**src/rtl/fp16_mac_pe_multislot.sv**
```systemverilog
// rtl/fp16_mac_pe_multislot.sv - pipelined FP16 MAC PE with ACC_DEPTH accumulator slots and drain FSM
// Optional per-slot Inf/NaN sticky flag and res_exc port when FP16_MAC_EXC_FLAG_EN is defined.

module fp16_approximate_multiplier #(
    parameter int APPROX_BITS = 10
) (
    input  logic [15:0] a_i,
    input  logic [15:0] b_i,
    output logic [15:0] p_o
);
    // APPROX_BITS keeps that many upper fraction bits of each operand
    localparam int DROP = 10 - APPROX_BITS;
    localparam logic [9:0] MASK = 10'(~((1 << DROP) - 1));

    logic [4:0]  ea, eb;
    logic [10:0] ma, mb;
    logic [21:0] p;
    logic [11:0] r;
    logic [7:0]  e;
    logic        sgn, a_nan, b_nan, a_inf, b_inf, a_zero, b_zero;

    always_comb begin
        ea     = a_i[14:10];
        eb     = b_i[14:10];
        sgn    = a_i[15] ^ b_i[15];
        a_zero = (ea == 5'h00);
        b_zero = (eb == 5'h00);
        a_inf  = (ea == 5'h1F) && (a_i[9:0] == 10'h0);
        b_inf  = (eb == 5'h1F) && (b_i[9:0] == 10'h0);
        a_nan  = (ea == 5'h1F) && (a_i[9:0] != 10'h0);
        b_nan  = (eb == 5'h1F) && (b_i[9:0] != 10'h0);
        ma     = {1'b1, a_i[9:0] & MASK};
        mb     = {1'b1, b_i[9:0] & MASK};
        p      = 22'(ma) * 22'(mb);
        r      = '0;
        e      = '0;
        p_o    = 16'h0000;
        if (a_nan || b_nan || (a_inf && b_zero) || (b_inf && a_zero)) begin
            p_o = 16'h7E00;
        end else if (a_inf || b_inf) begin
            p_o = {sgn, 5'h1F, 10'h0};
        end else if (!a_zero && !b_zero) begin
            if (p[21]) r = {1'b0, p[21:11]} + {11'b0, p[10]};
            else       r = {1'b0, p[20:10]} + {11'b0, p[9]};
            e = 8'(ea) + 8'(eb) - 8'd15 + {7'b0, p[21]} + {7'b0, r[11]};
            if (e[7] || e == 8'd0)  p_o = 16'h0000;
            else if (e >= 8'd31)    p_o = {sgn, 5'h1F, 10'h0};
            else                    p_o = {sgn, e[4:0], r[11] ? 10'h0 : r[9:0]};
        end
    end
endmodule

module fp16_approximate_adder #(
    parameter int APPROX_ALIGN = 31
) (
    input  logic [15:0] a_i,
    input  logic [15:0] b_i,
    output logic [15:0] sum_o
);
    logic [15:0] big, sml;
    logic [4:0]  eb, lz;
    logic [13:0] mb, ms, ms_sh, norm;
    logic [14:0] s;
    logic [5:0]  d;
    logic [11:0] r;
    logic [7:0]  e;
    logic        found;

    always_comb begin
        big   = (a_i[14:0] >= b_i[14:0]) ? a_i : b_i;
        sml   = (a_i[14:0] >= b_i[14:0]) ? b_i : a_i;
        eb    = big[14:10];
        mb    = {1'b1, big[9:0], 3'b000};
        ms    = {1'b1, sml[9:0], 3'b000};
        d     = {1'b0, eb} - {1'b0, sml[14:10]};
        // shifts beyond the alignment window drop the smaller operand entirely
        ms_sh = (int'(d) > APPROX_ALIGN) ? 14'h0 : (ms >> d);
        s     = (big[15] == sml[15]) ? ({1'b0, mb} + {1'b0, ms_sh}) : ({1'b0, mb} - {1'b0, ms_sh});
        lz    = '0;
        found = 1'b0;
        for (int i = 13; i >= 0; i--) begin
            if (!found && s[i]) begin
                lz    = 5'(13 - i);
                found = 1'b1;
            end
        end
        norm  = s[14] ? s[14:1] : (s[13:0] << lz);
        r     = {1'b0, norm[13:3]} + {11'b0, norm[2]};
        e     = s[14] ? (8'(eb) + 8'd1) : (8'(eb) - 8'(lz));
        e     = e + {7'b0, r[11]};
        sum_o = 16'h0000;
        if (a_i[14:10] == 5'h1F) begin
            sum_o = a_i;
        end else if (b_i[14:10] == 5'h1F) begin
            sum_o = b_i;
        end else if (a_i[14:10] == 5'h00) begin
            sum_o = (b_i[14:10] == 5'h00) ? 16'h0000 : b_i;
        end else if (b_i[14:10] == 5'h00) begin
            sum_o = a_i;
        end else if (s != 15'h0) begin
            if (e[7] || e == 8'd0)  sum_o = 16'h0000;
            else if (e >= 8'd31)    sum_o = {big[15], 5'h1F, 10'h0};
            else                    sum_o = {big[15], e[4:0], r[11] ? 10'h0 : r[9:0]};
        end
    end
endmodule

module fp16_mac_pe_multislot #(
    parameter int MULT_APPROX_BITS = 10,
    parameter int ADD_APPROX_ALIGN = 31,
    parameter int ACC_DEPTH        = 4,
    parameter int SLOT_W           = $clog2(ACC_DEPTH)
) (
    input  logic              clk,
    input  logic              rst_n,
    input  logic              enable,
    input  logic              in_valid,
    input  logic              acc_clear,
    input  logic [SLOT_W-1:0] slot_in,
    input  logic [15:0]       a_in,
    input  logic [15:0]       w_in,
    input  logic              drain_req,
    output logic [15:0]       a_out,
    output logic [15:0]       w_out,
    output logic              valid_out,
    output logic              clear_out,
    output logic [SLOT_W-1:0] slot_out,
    output logic              busy,
    output logic              res_valid,
    output logic [SLOT_W-1:0] res_slot,
    output logic [15:0]       res_data,
    output logic              drop_err
`ifdef FP16_MAC_EXC_FLAG_EN
   ,output logic              res_exc
`endif
);
    typedef enum logic [1:0] {RUN = 2'd0, FLUSH = 2'd1, DRAIN = 2'd2} state_t;

    localparam logic [SLOT_W-1:0] LAST_SLOT = SLOT_W'(ACC_DEPTH - 1);

    state_t            state_q, state_d;
    logic [15:0]       a_out_q, w_out_q;
    logic              valid_out_q, clear_out_q;
    logic [SLOT_W-1:0] slot_out_q;
    logic [15:0]       s1_prod_q;
    logic              s1_valid_q, s1_clear_q;
    logic [SLOT_W-1:0] s1_slot_q;
    logic [15:0]       acc_q [ACC_DEPTH];
    logic [SLOT_W-1:0] idx_q;
    logic              res_valid_q;
    logic [SLOT_W-1:0] res_slot_q;
    logic [15:0]       res_data_q;
    logic              drop_err_q;
    logic [15:0]       mul_p, add_sum, wr_val;
    logic              accept, drain_active, busy_c;

    fp16_approximate_multiplier #(.APPROX_BITS(MULT_APPROX_BITS)) u_mul (
        .a_i (a_in),
        .b_i (w_in),
        .p_o (mul_p)
    );

    fp16_approximate_adder #(.APPROX_ALIGN(ADD_APPROX_ALIGN)) u_add (
        .a_i   (acc_q[s1_slot_q]),
        .b_i   (s1_prod_q),
        .sum_o (add_sum)
    );

    assign wr_val = s1_clear_q ? s1_prod_q : add_sum;

    always_ff @(posedge clk or negedge rst_n) begin
        if (!rst_n)      state_q <= RUN;
        else if (enable) state_q <= state_d;
    end

    always_comb begin
        state_d = state_q;
        case (state_q)
            RUN:     if (drain_req) state_d = FLUSH;
            FLUSH:   state_d = DRAIN;
            DRAIN:   if (idx_q == LAST_SLOT) state_d = RUN;
            default: state_d = RUN;
        endcase
    end

    always_comb begin
        accept       = (state_q == RUN) && in_valid;
        drain_active = (state_q == DRAIN);
        busy_c       = (state_q != RUN);
    end

    always_ff @(posedge clk or negedge rst_n) begin
        if (!rst_n) begin
            a_out_q     <= '0;
            w_out_q     <= '0;
            valid_out_q <= 1'b0;
            clear_out_q <= 1'b0;
            slot_out_q  <= '0;
            s1_prod_q   <= '0;
            s1_valid_q  <= 1'b0;
            s1_clear_q  <= 1'b0;
            s1_slot_q   <= '0;
            idx_q       <= '0;
            res_valid_q <= 1'b0;
            res_slot_q  <= '0;
            res_data_q  <= '0;
            drop_err_q  <= 1'b0;
            for (int i = 0; i < ACC_DEPTH; i++) acc_q[i] <= '0;
        end else if (enable) begin
            a_out_q     <= a_in;
            w_out_q     <= w_in;
            valid_out_q <= in_valid;
            clear_out_q <= acc_clear;
            slot_out_q  <= slot_in;
            s1_valid_q  <= accept;
            if (accept) begin
                s1_prod_q  <= mul_p;
                s1_clear_q <= acc_clear;
                s1_slot_q  <= slot_in;
            end
            if (in_valid && busy_c) drop_err_q <= 1'b1;
            res_valid_q <= drain_active;
            if (state_q == FLUSH) idx_q <= '0;
            // stage 2 is always idle during DRAIN: FLUSH retires the last product
            if (drain_active) begin
                res_data_q   <= acc_q[idx_q];
                res_slot_q   <= idx_q;
                acc_q[idx_q] <= '0;
                idx_q        <= (idx_q == LAST_SLOT) ? '0 : idx_q + 1'b1;
            end else if (s1_valid_q) begin
                acc_q[s1_slot_q] <= wr_val;
            end
        end
    end

`ifdef FP16_MAC_EXC_FLAG_EN
    logic [ACC_DEPTH-1:0] exc_q;
    logic                 res_exc_q;
    logic                 wr_exc;

    assign wr_exc = (wr_val[14:10] == 5'h1F);

    always_ff @(posedge clk or negedge rst_n) begin
        if (!rst_n) begin
            exc_q     <= '0;
            res_exc_q <= 1'b0;
        end else if (enable) begin
            if (drain_active) begin
                res_exc_q    <= exc_q[idx_q];
                exc_q[idx_q] <= 1'b0;
            end else if (s1_valid_q) begin
                exc_q[s1_slot_q] <= s1_clear_q ? wr_exc : (exc_q[s1_slot_q] | wr_exc);
            end
        end
    end

    assign res_exc = res_exc_q;
`endif

    assign a_out     = a_out_q;
    assign w_out     = w_out_q;
    assign valid_out = valid_out_q;
    assign clear_out = clear_out_q;
    assign slot_out  = slot_out_q;
    assign busy      = busy_c;
    assign res_valid = res_valid_q;
    assign res_slot  = res_slot_q;
    assign res_data  = res_data_q;
    assign drop_err  = drop_err_q;
endmodule

```
**config.mk**
```make
export PLATFORM = sky130hd
export DESIGN_NAME = fp16_mac_pe_multislot
export DESIGN_NICKNAME = d
export VERILOG_FILES = /design/src/rtl/fp16_mac_pe_multislot.sv
export SDC_FILE = /design/constraint.sdc
export NUM_CORES = 1
export LEC_CHECK = 0
export ABC_AREA = 1
export CORE_UTILIZATION = 41
export DETAILED_ROUTE_END_ITERATION = 8
export PLACE_DENSITY = 0.63
export SYNTH_ARGS = -nofsm -noshare
export SYNTH_HDL_FRONTEND = slang
export SYNTH_HIERARCHICAL = 1
export SYNTH_SLANG_ARGS = --single-unit
```
**constraint.sdc**
```tcl
create_clock -name clk -period 10.12 [get_ports clk]
set_input_delay 2.024 -clock clk [delete_from_list [all_inputs] [get_ports clk]]
set_output_delay 2.024 -clock clk [all_outputs]
set_load 0.05 [all_outputs]
```
* Word-level counts from Yosys, hierarchy flattened *
Index checks and enable logic that the tools add are counted.

storage, ports and cells
  register bits = 144
  input port bits = 40
  output and inout port bits = 57
  word-level logic and storage cells = 196

cells by class
  add/sub/neg operators = 14
  multipliers = 1
  $lt $le $gt $ge = 8
  eq/ne operators = 10
  shift operators = 2
  multiplexer cells = 71
  bitwise logic cells = 5
  reductions and logical operators = 66

operator list
  kind                                                                number
  2-to-1 mux 16 bit                                                   20
  2-to-1 mux 64 bit                                                   2
  bitwise AND 64 bit                                                  1
  binary-select mux 16 bit (select 2 bit)                             2
  bitwise mux 64 bit                                                  1
  demux 16 bit (select 2 bit)                                         2
  NOT 64 bit                                                          1
  2-to-1 mux 12 bit                                                   4
  2-to-1 mux 15 bit                                                   3
  adder 11 x 1 -> 12 bit                                              3
  2-to-1 mux 14 bit                                                   2
  adder 8 x 1 -> 8 bit                                                3
  logical AND 1 bit                                                   24
  2-to-1 mux 4 bit                                                    6
  multiplier 11 x 11 -> 22 bit                                        1
  == test 5 bit (second input constant)                               4
  logical NOT 10 bit                                                  2
  logical NOT 5 bit                                                   4
  2-to-1 mux 10 bit                                                   2
  nonzero test 10 bit                                                 2
  greater-or-equal comparator 8 x 5 -> 1 bit (second input constant)  2
  logical NOT 8 bit                                                   2
  adder 14 x 14 -> 15 bit                                             1
  greater-or-equal comparator 15 bit                                  1
  31 further kinds                                                    82

* Logic depth before layout (Yosys ltp) *
  word-level depth = 67
  depth in mapped cells = 86
  gate-level depth less buffers = 83

* Modules after synthesis *
The synthesis kept the hierarchy.

modules (own cells, without submodules)
  module                       times used  cells an instance  area an instance (µm²)  sequential area each (µm²)
  fp16_mac_pe_multislot        1           931                7,387.1                 3,603.5
  fp16_approximate_multiplier  1           816                5,626.6                 0.0
  fp16_approximate_adder       1           939                5,083.6                 0.0

* Worst setup path before layout *
No wires, ideal clock.

  path type = register -> register
  start = register s1_slot_q[1]
  end = register acc_q[16] (netlist bit)
  setup time = 0.066 ns
  arrival = 9.470 ns
  data required time = 10.054 ns
  setup slack = 0.584 ns
  cell stages (with the launch flop) = 78
  path buffers = 3
  period minus slack after synthesis = 9.536 ns
  cells stage by stage = dfrtp_1 > inv_1 > nand2_1 > buf_2 > nor2_1 > a21oi_1 > nand3_1 > ha_1 > nand2_1 > inv_1 > nand2_1 > nand3_1 > nor2_1 > nand3_2 > nand2_1 > nand3_1 > ha_1 > a21o_1 > [42 not listed] > nand3_1 > xor2_1 > nand3_1 > nand4_1 > nor2_1 > nand2_1 > nand2_2 > nor2_1 > nand2_4 > inv_2 > nand2_1 > nand2_1 > nand2_1 > a21oi_1 > inv_1 > o21ai_0 > nand4_1 > nand2_1

on the way
  word-level cells in the longest chain between the ends = 67
  elaborated cells on any way between the ends = 97
  those cells by class = add/sub (7); order compare (5); eq/ne (2); shift (2); mux (49); bitwise (1); reduce/logical (31)

RTL lines
  item                                                                                   RTL line  RTL
  from (decl)                                                                            147       logic [SLOT_W-1:0] s1_slot_q;
  from (signal assigned)                                                                 219       s1_slot_q <= slot_in;
  NOT 2 -> 3 bit (not written as such) *                                                 164       .a_i (acc_q[s1_slot_q]),
  binary-select mux 16 bit (select 2 bit) *                                              164
  2-to-1 mux 16 bit (not written as such) * (2 in series)                                164
  greater-or-equal comparator 15 bit                                                     70, 71
  2-to-1 mux 16 bit, on equally long branches                                            70, 71
  subtractor 5 x 5 -> 6 bit                                                              75        d = {1'b0, eb} - {1'b0, sml[14:10]};
  greater-than comparator 6 x 5 -> 1 bit or >> shifter 14 x 6 -> 14 bit (tied branches)  77        ms_sh = (int'(d) > APPROX_ALIGN) ? 14'h0 : (ms >> d);
  2-to-1 mux 14 bit                                                                      77
  [51 not listed]                                                                        -
  2-to-1 mux 16 bit                                                                      96        end else if (a_i[14:10] == 5'h00) begin
  2-to-1 mux 16 bit                                                                      94        end else if (b_i[14:10] == 5'h1F) begin
  2-to-1 mux 16 bit *                                                                    92        if (a_i[14:10] == 5'h1F) begin
  via add_sum[0]                                                                         154       logic [15:0] mul_p, add_sum, wr_val;
  2-to-1 mux 16 bit *                                                                    169       assign wr_val = s1_clear_q ? s1_prod_q : add_sum;
  bitwise mux 64 bit *                                                                   231       acc_q[s1_slot_q] <= wr_val;
  2-to-1 mux 64 bit *                                                                    230       end else if (s1_valid_q) begin
  2-to-1 mux 64 bit *                                                                    225       if (drain_active) begin
  to (signal, indexed assignment)                                                        231
  to (decl)                                                                              148       logic [15:0] acc_q [ACC_DEPTH];

The timed path passes the listed nets; every way through them passes the cells marked *. The select of a mux whose other input is x is not followed.
A chain may end at the register's enable or synchronous reset.

* Worst setup path after layout *
  start = register s1_slot_q[0]
  end = register acc_q[51] (netlist bit)

Same word-level chain as after synthesis.

==> summary.txt <==
Setup path
  – Critical path startpoint: s1_slot_q[0]
  – Kind of start point of the critical path: register
  – Cell at the slowest stage of the critical path: sky130_fd_sc_hd__dfrtp_1
  – R2r endpoint: acc_q[51]
  – Largest stage delay, worst path: 430 ps
  – Crit path capture type: register
  – Critical path buffers and inverters: 13
  – Number of cell instances on the worst register-to-register path: 82
  – Worst setup slack for register-to-register paths: -70 ps
  – Critical setup path kind: register to register
  – Data arrival at the endpoint of the critical path: 10570 ps
  – Reg-to-reg startpoint: s1_slot_q[0]
  – Peak fanout along the critical path: 7
  – CP Data Required Time: 10500 ps
  – Library cell appearing most often on the critical path: sky130_fd_sc_hd__nand2_1
  – Crit-path leading delay family: simple AND/OR/NAND/NOR gates

Layout
  – Post-Layout Inst Area: 22500 µm²
  – Diode count: 0
  – Post-layout net count: 3191
  – Filler cells: 4229
  – Layout cell share with drive strength beyond 1: 0.205
  – Area growth from synthesis to layout: 24.3%
  – Cell Count, Final, Fillers Out: 3538

Clock tree
  – Number of levels the H-tree was split into: 4
  – Clk slew on worst S/H paths: 60 ps
  – Clock latency on the worst-skew pair: 440 ps
  – Clk sink count: 144
  – CTS tree: built
  – Maximum buffer depth of the clock tree: 2
  – Inserted Clock Buffers: 17
  – Master cell of the clock root buffer: sky130_fd_sc_hd__clkbuf_16

Floorplanning
  – Initial Util: 0.418
  – Number of ports placed on the die boundary: 97
  – Overall die height: 212 µm
  – Overall die area: 45000 µm²
  – Die boundary width: 212 µm
  – Core outline area: 43300 µm²
  – Site Rows: 76

Synth
  – #FFs+latches synth: 144
  – Number of distinct library cells after synthesis: 68
  – Post-Synthesis Cells: 2686
  – Synth warnings: 6
  – Sequential share of the synthesized area: 0.199
  – Synth Net Count: 2935
  – Post-Synthesis Mean Instance Area: 6.74 µm²
  – Area of the mapped netlist: 18100 µm²

Detailed routing
  – Number of vias per cell after detailed routing: 5.23
  – Final WL: 55700 µm
  – Vias after detailed routing: 18500
  – First-pass iteration count of the detailed router: 6
  – DRC: 0
  – Post-detailed-route wirelength per cell: 15.7 µm
  – Antenna-violating nets left: 0
  – Number of design-rule violations left by the first detailed-router iteration: 1089

Global routing
  – Number of global-route vias before repair: 17900
  – Wire length of the first global-routing pass: 89700 µm
  – Overall routing resource usage: 0.249
  – Initial antenna violation count: 1
  – Total gr overflow: 0
  – Maximum number of pins on one net before global-route repair: 82

STA
  – Fmax: 0.0981 GHz
  – Worst clock skew: 8.65 ps
  – Tcrit/Tclk final: 1.01
  – Measured slew at the worst slew-check pin: 1180 ps
  – Count of final hold-check violations: 0
  – RSZ-0062 raised after global routing: yes
  – Worst setup margin: -72.4 ps
  – Minimum period implied by the final worst setup slack: 10190 ps
  – Final setup violation count: 22
  – Count of final max-slew check failures: 0
  – Normalized max-slew margin: 0.214

Placement
  – Final HPWL DP: 43000 µm
  – Area of placed instances: 20800 µm²
  – # port buffers: 96
  – Routability-driven placement congestion ratio: 0.961
  – Post-Place Setup Slack: -210 ps
  – Number of placed cells counting well taps: 3479

Hold path
  – Classification of the worst-slack hold path: register to register
  – Number of cells on the worst hold path: 2
  – Worst hold path endpoint: res_data[12]
  – Source of the worst hold timing path: res_data[12]

Outcome
  – Outcome: finished, violations left
  – Violations in the final reports: negative setup slack

Flow run
  – Max-cap viol count: 0
-- sequential cells by signal (all words and copies together), names as in the netlist --
name	count
slot_out	2
s1_slot_q	2
res_slot	2
drop_err	1
s1_prod_q	16
res_valid	1
s1_clear_q	1
valid_out	1
s1_valid_q	1
idx_q	2
a_out	16
res_data	16
w_out	16
state_q	2
acc_q	64
clear_out	1
-- stage by stage --
stage | util | setup TNS (ps) | hold WS [ps]
6_report | 0.520 | -703 | 479
5_1_grt | 0.520 | -40870 | 501
4_1_cts | 0.502 | 0 | 481
3_5_place_dp | 0.482 | -5190 | 465
3_3_place_gp | 0.482 | -223 | 462
2_1_floorplan | - | 0 | 449
-- cells in the mapped netlist (all sizes together) --
| cell | n | share of area |
|---|---|---|
| nor4 | 9 | 0.0031 |
| clkinv | 5 | 0.0011 |
| o221a | 1 | 0.00062 |
| nor3b | 1 | 0.00041 |
| fa | 83 | 0.092 |
| o211ai | 12 | 0.0050 |
| a31oi | 8 | 0.0028 |
| nand3b | 4 | 0.0017 |
| dlygate4sd1 | 1 | 0.00048 |
| buf | 66 | 0.026 |
| nor3 | 18 | 0.0067 |
| and2 | 3 | 0.0010 |
| nand4 | 74 | 0.029 |
| a21o | 2 | 0.00083 |
| nand3 | 226 | 0.073 |
| inv | 465 | 0.097 |
| o311a | 1 | 0.00055 |
| mux2i | 2 | 0.0011 |
| xnor2 | 12 | 0.0062 |
| nand2 | 858 | 0.19 |
| a2111oi | 1 | 0.00048 |
| xor2 | 23 | 0.013 |
| clkbuf | 38 | 0.0085 |
| a22oi | 5 | 0.0021 |
| o311ai | 1 | 0.00048 |
| a211o | 1 | 0.00048 |
| a21oi | 92 | 0.026 |
| o21bai | 5 | 0.0021 |
| a311oi | 1 | 0.00048 |
| o22ai | 5 | 0.0017 |
| and3 | 1 | 0.00035 |
| o21a | 6 | 0.0025 |
| dfrtp | 144 | 0.20 |
| a211oi | 4 | 0.0017 |
| ha | 126 | 0.087 |
| mux2 | 34 | 0.021 |
| nor2 | 194 | 0.048 |
| or2 | 6 | 0.0021 |
| o31ai | 3 | 0.0012 |
| o21ai | 144 | 0.041 |
| a41oi | 1 | 0.00048 |
-- cell type report --
class	count	area, µm²	share of cell area
Clock buffer	21	470	0.0209
Multi-Input combinational cell	1968	12800	0.568
Sequential cell	144	3600	0.160
Clock inverter	9	158	0.00701
Timing Repair Buffer	341	2970	0.132
Tap cell	585	732	0.0325
Inverter	470	1780	0.0791
-- layout by cell type (no fill, tap or decap), drive strengths merged, types with 4 or more instances in the layout --
| master | instances |
|---|---|
| nor2 | 194 |
| nor4 | 9 |
| nand2 | 859 |
| clkdlybuf4s50 | 94 |
| dfrtp | 144 |
| clkbuf | 21 |
| bufinv | 4 |
| o21bai | 5 |
| a22oi | 5 |
| a211oi | 4 |
| buf | 245 |
| mux2 | 34 |
| ha | 126 |
| o21a | 6 |
| o21ai | 144 |
| xnor2 | 12 |
| nand4 | 74 |
| inv | 463 |
| nor3 | 18 |
| or2 | 6 |
| xor2 | 23 |
| a21oi | 92 |
| clkinv | 9 |
| o22ai | 5 |
| o211ai | 12 |
| nand3b | 4 |
| a31oi | 8 |
| nand3 | 226 |
| fa | 83 |
-- worst max-delay path by stage --
stage / slack, ps / depth (start not counted) / end
after floorplan: 580 / 77 / acc_q[16]
after global placement: -80 / 72 / acc_q[40]
after detailed placement: -210 / 76 / acc_q[24]
after CTS: 10 / 83 / acc_q[33]
after global routing: -780 / 82 / acc_q[51]
final: -70 / 82 / acc_q[51]
-- worst register-to-register path: cells and delay by family, from the launching register on --
kind            cells  cell delay [ps]
compound gates     15             2250
xor+xnor            1              160
fa+ha+maj           5             1130
buf+inv            13             1470
flops               1              430
simple gates       48             4690
-- layer usage --
layer	share of wire	track usage	up-vias
met1	0.43	0.318	8824
met2	0.49	0.431	612
met5	0.00018	0	-
met3	0.065	0.0451	74
met4	0.019	0.0587	2
li1	-	-	8975
-- logic make-up after synthesis --
logic type / after synthesis / share of synthesized area
simple gates: 1394 / 0.357
buf+inv: 575 / 0.133
compound gates: 293 / 0.0910
fa+ha+maj: 209 / 0.179
flops: 144 / 0.199
mux: 36 / 0.0223
xor+xnor: 35 / 0.0196
-- timing repair --
| action | in CTS | in global routing |
|---|---|---|
| hold buffers | 0 | 0 |
| setup endpoints to repair | 52 | 64 |
| pin swaps | 7 | 82 |
| gates resized for setup | 26 | 160 |
| setup buffers | 6 | 20 |
| gates cloned | 3 | 0 |
Power is left out: the tool's default activity adds up to more than one toggle a clock period on the data nets, which glitch-free logic cannot reach.
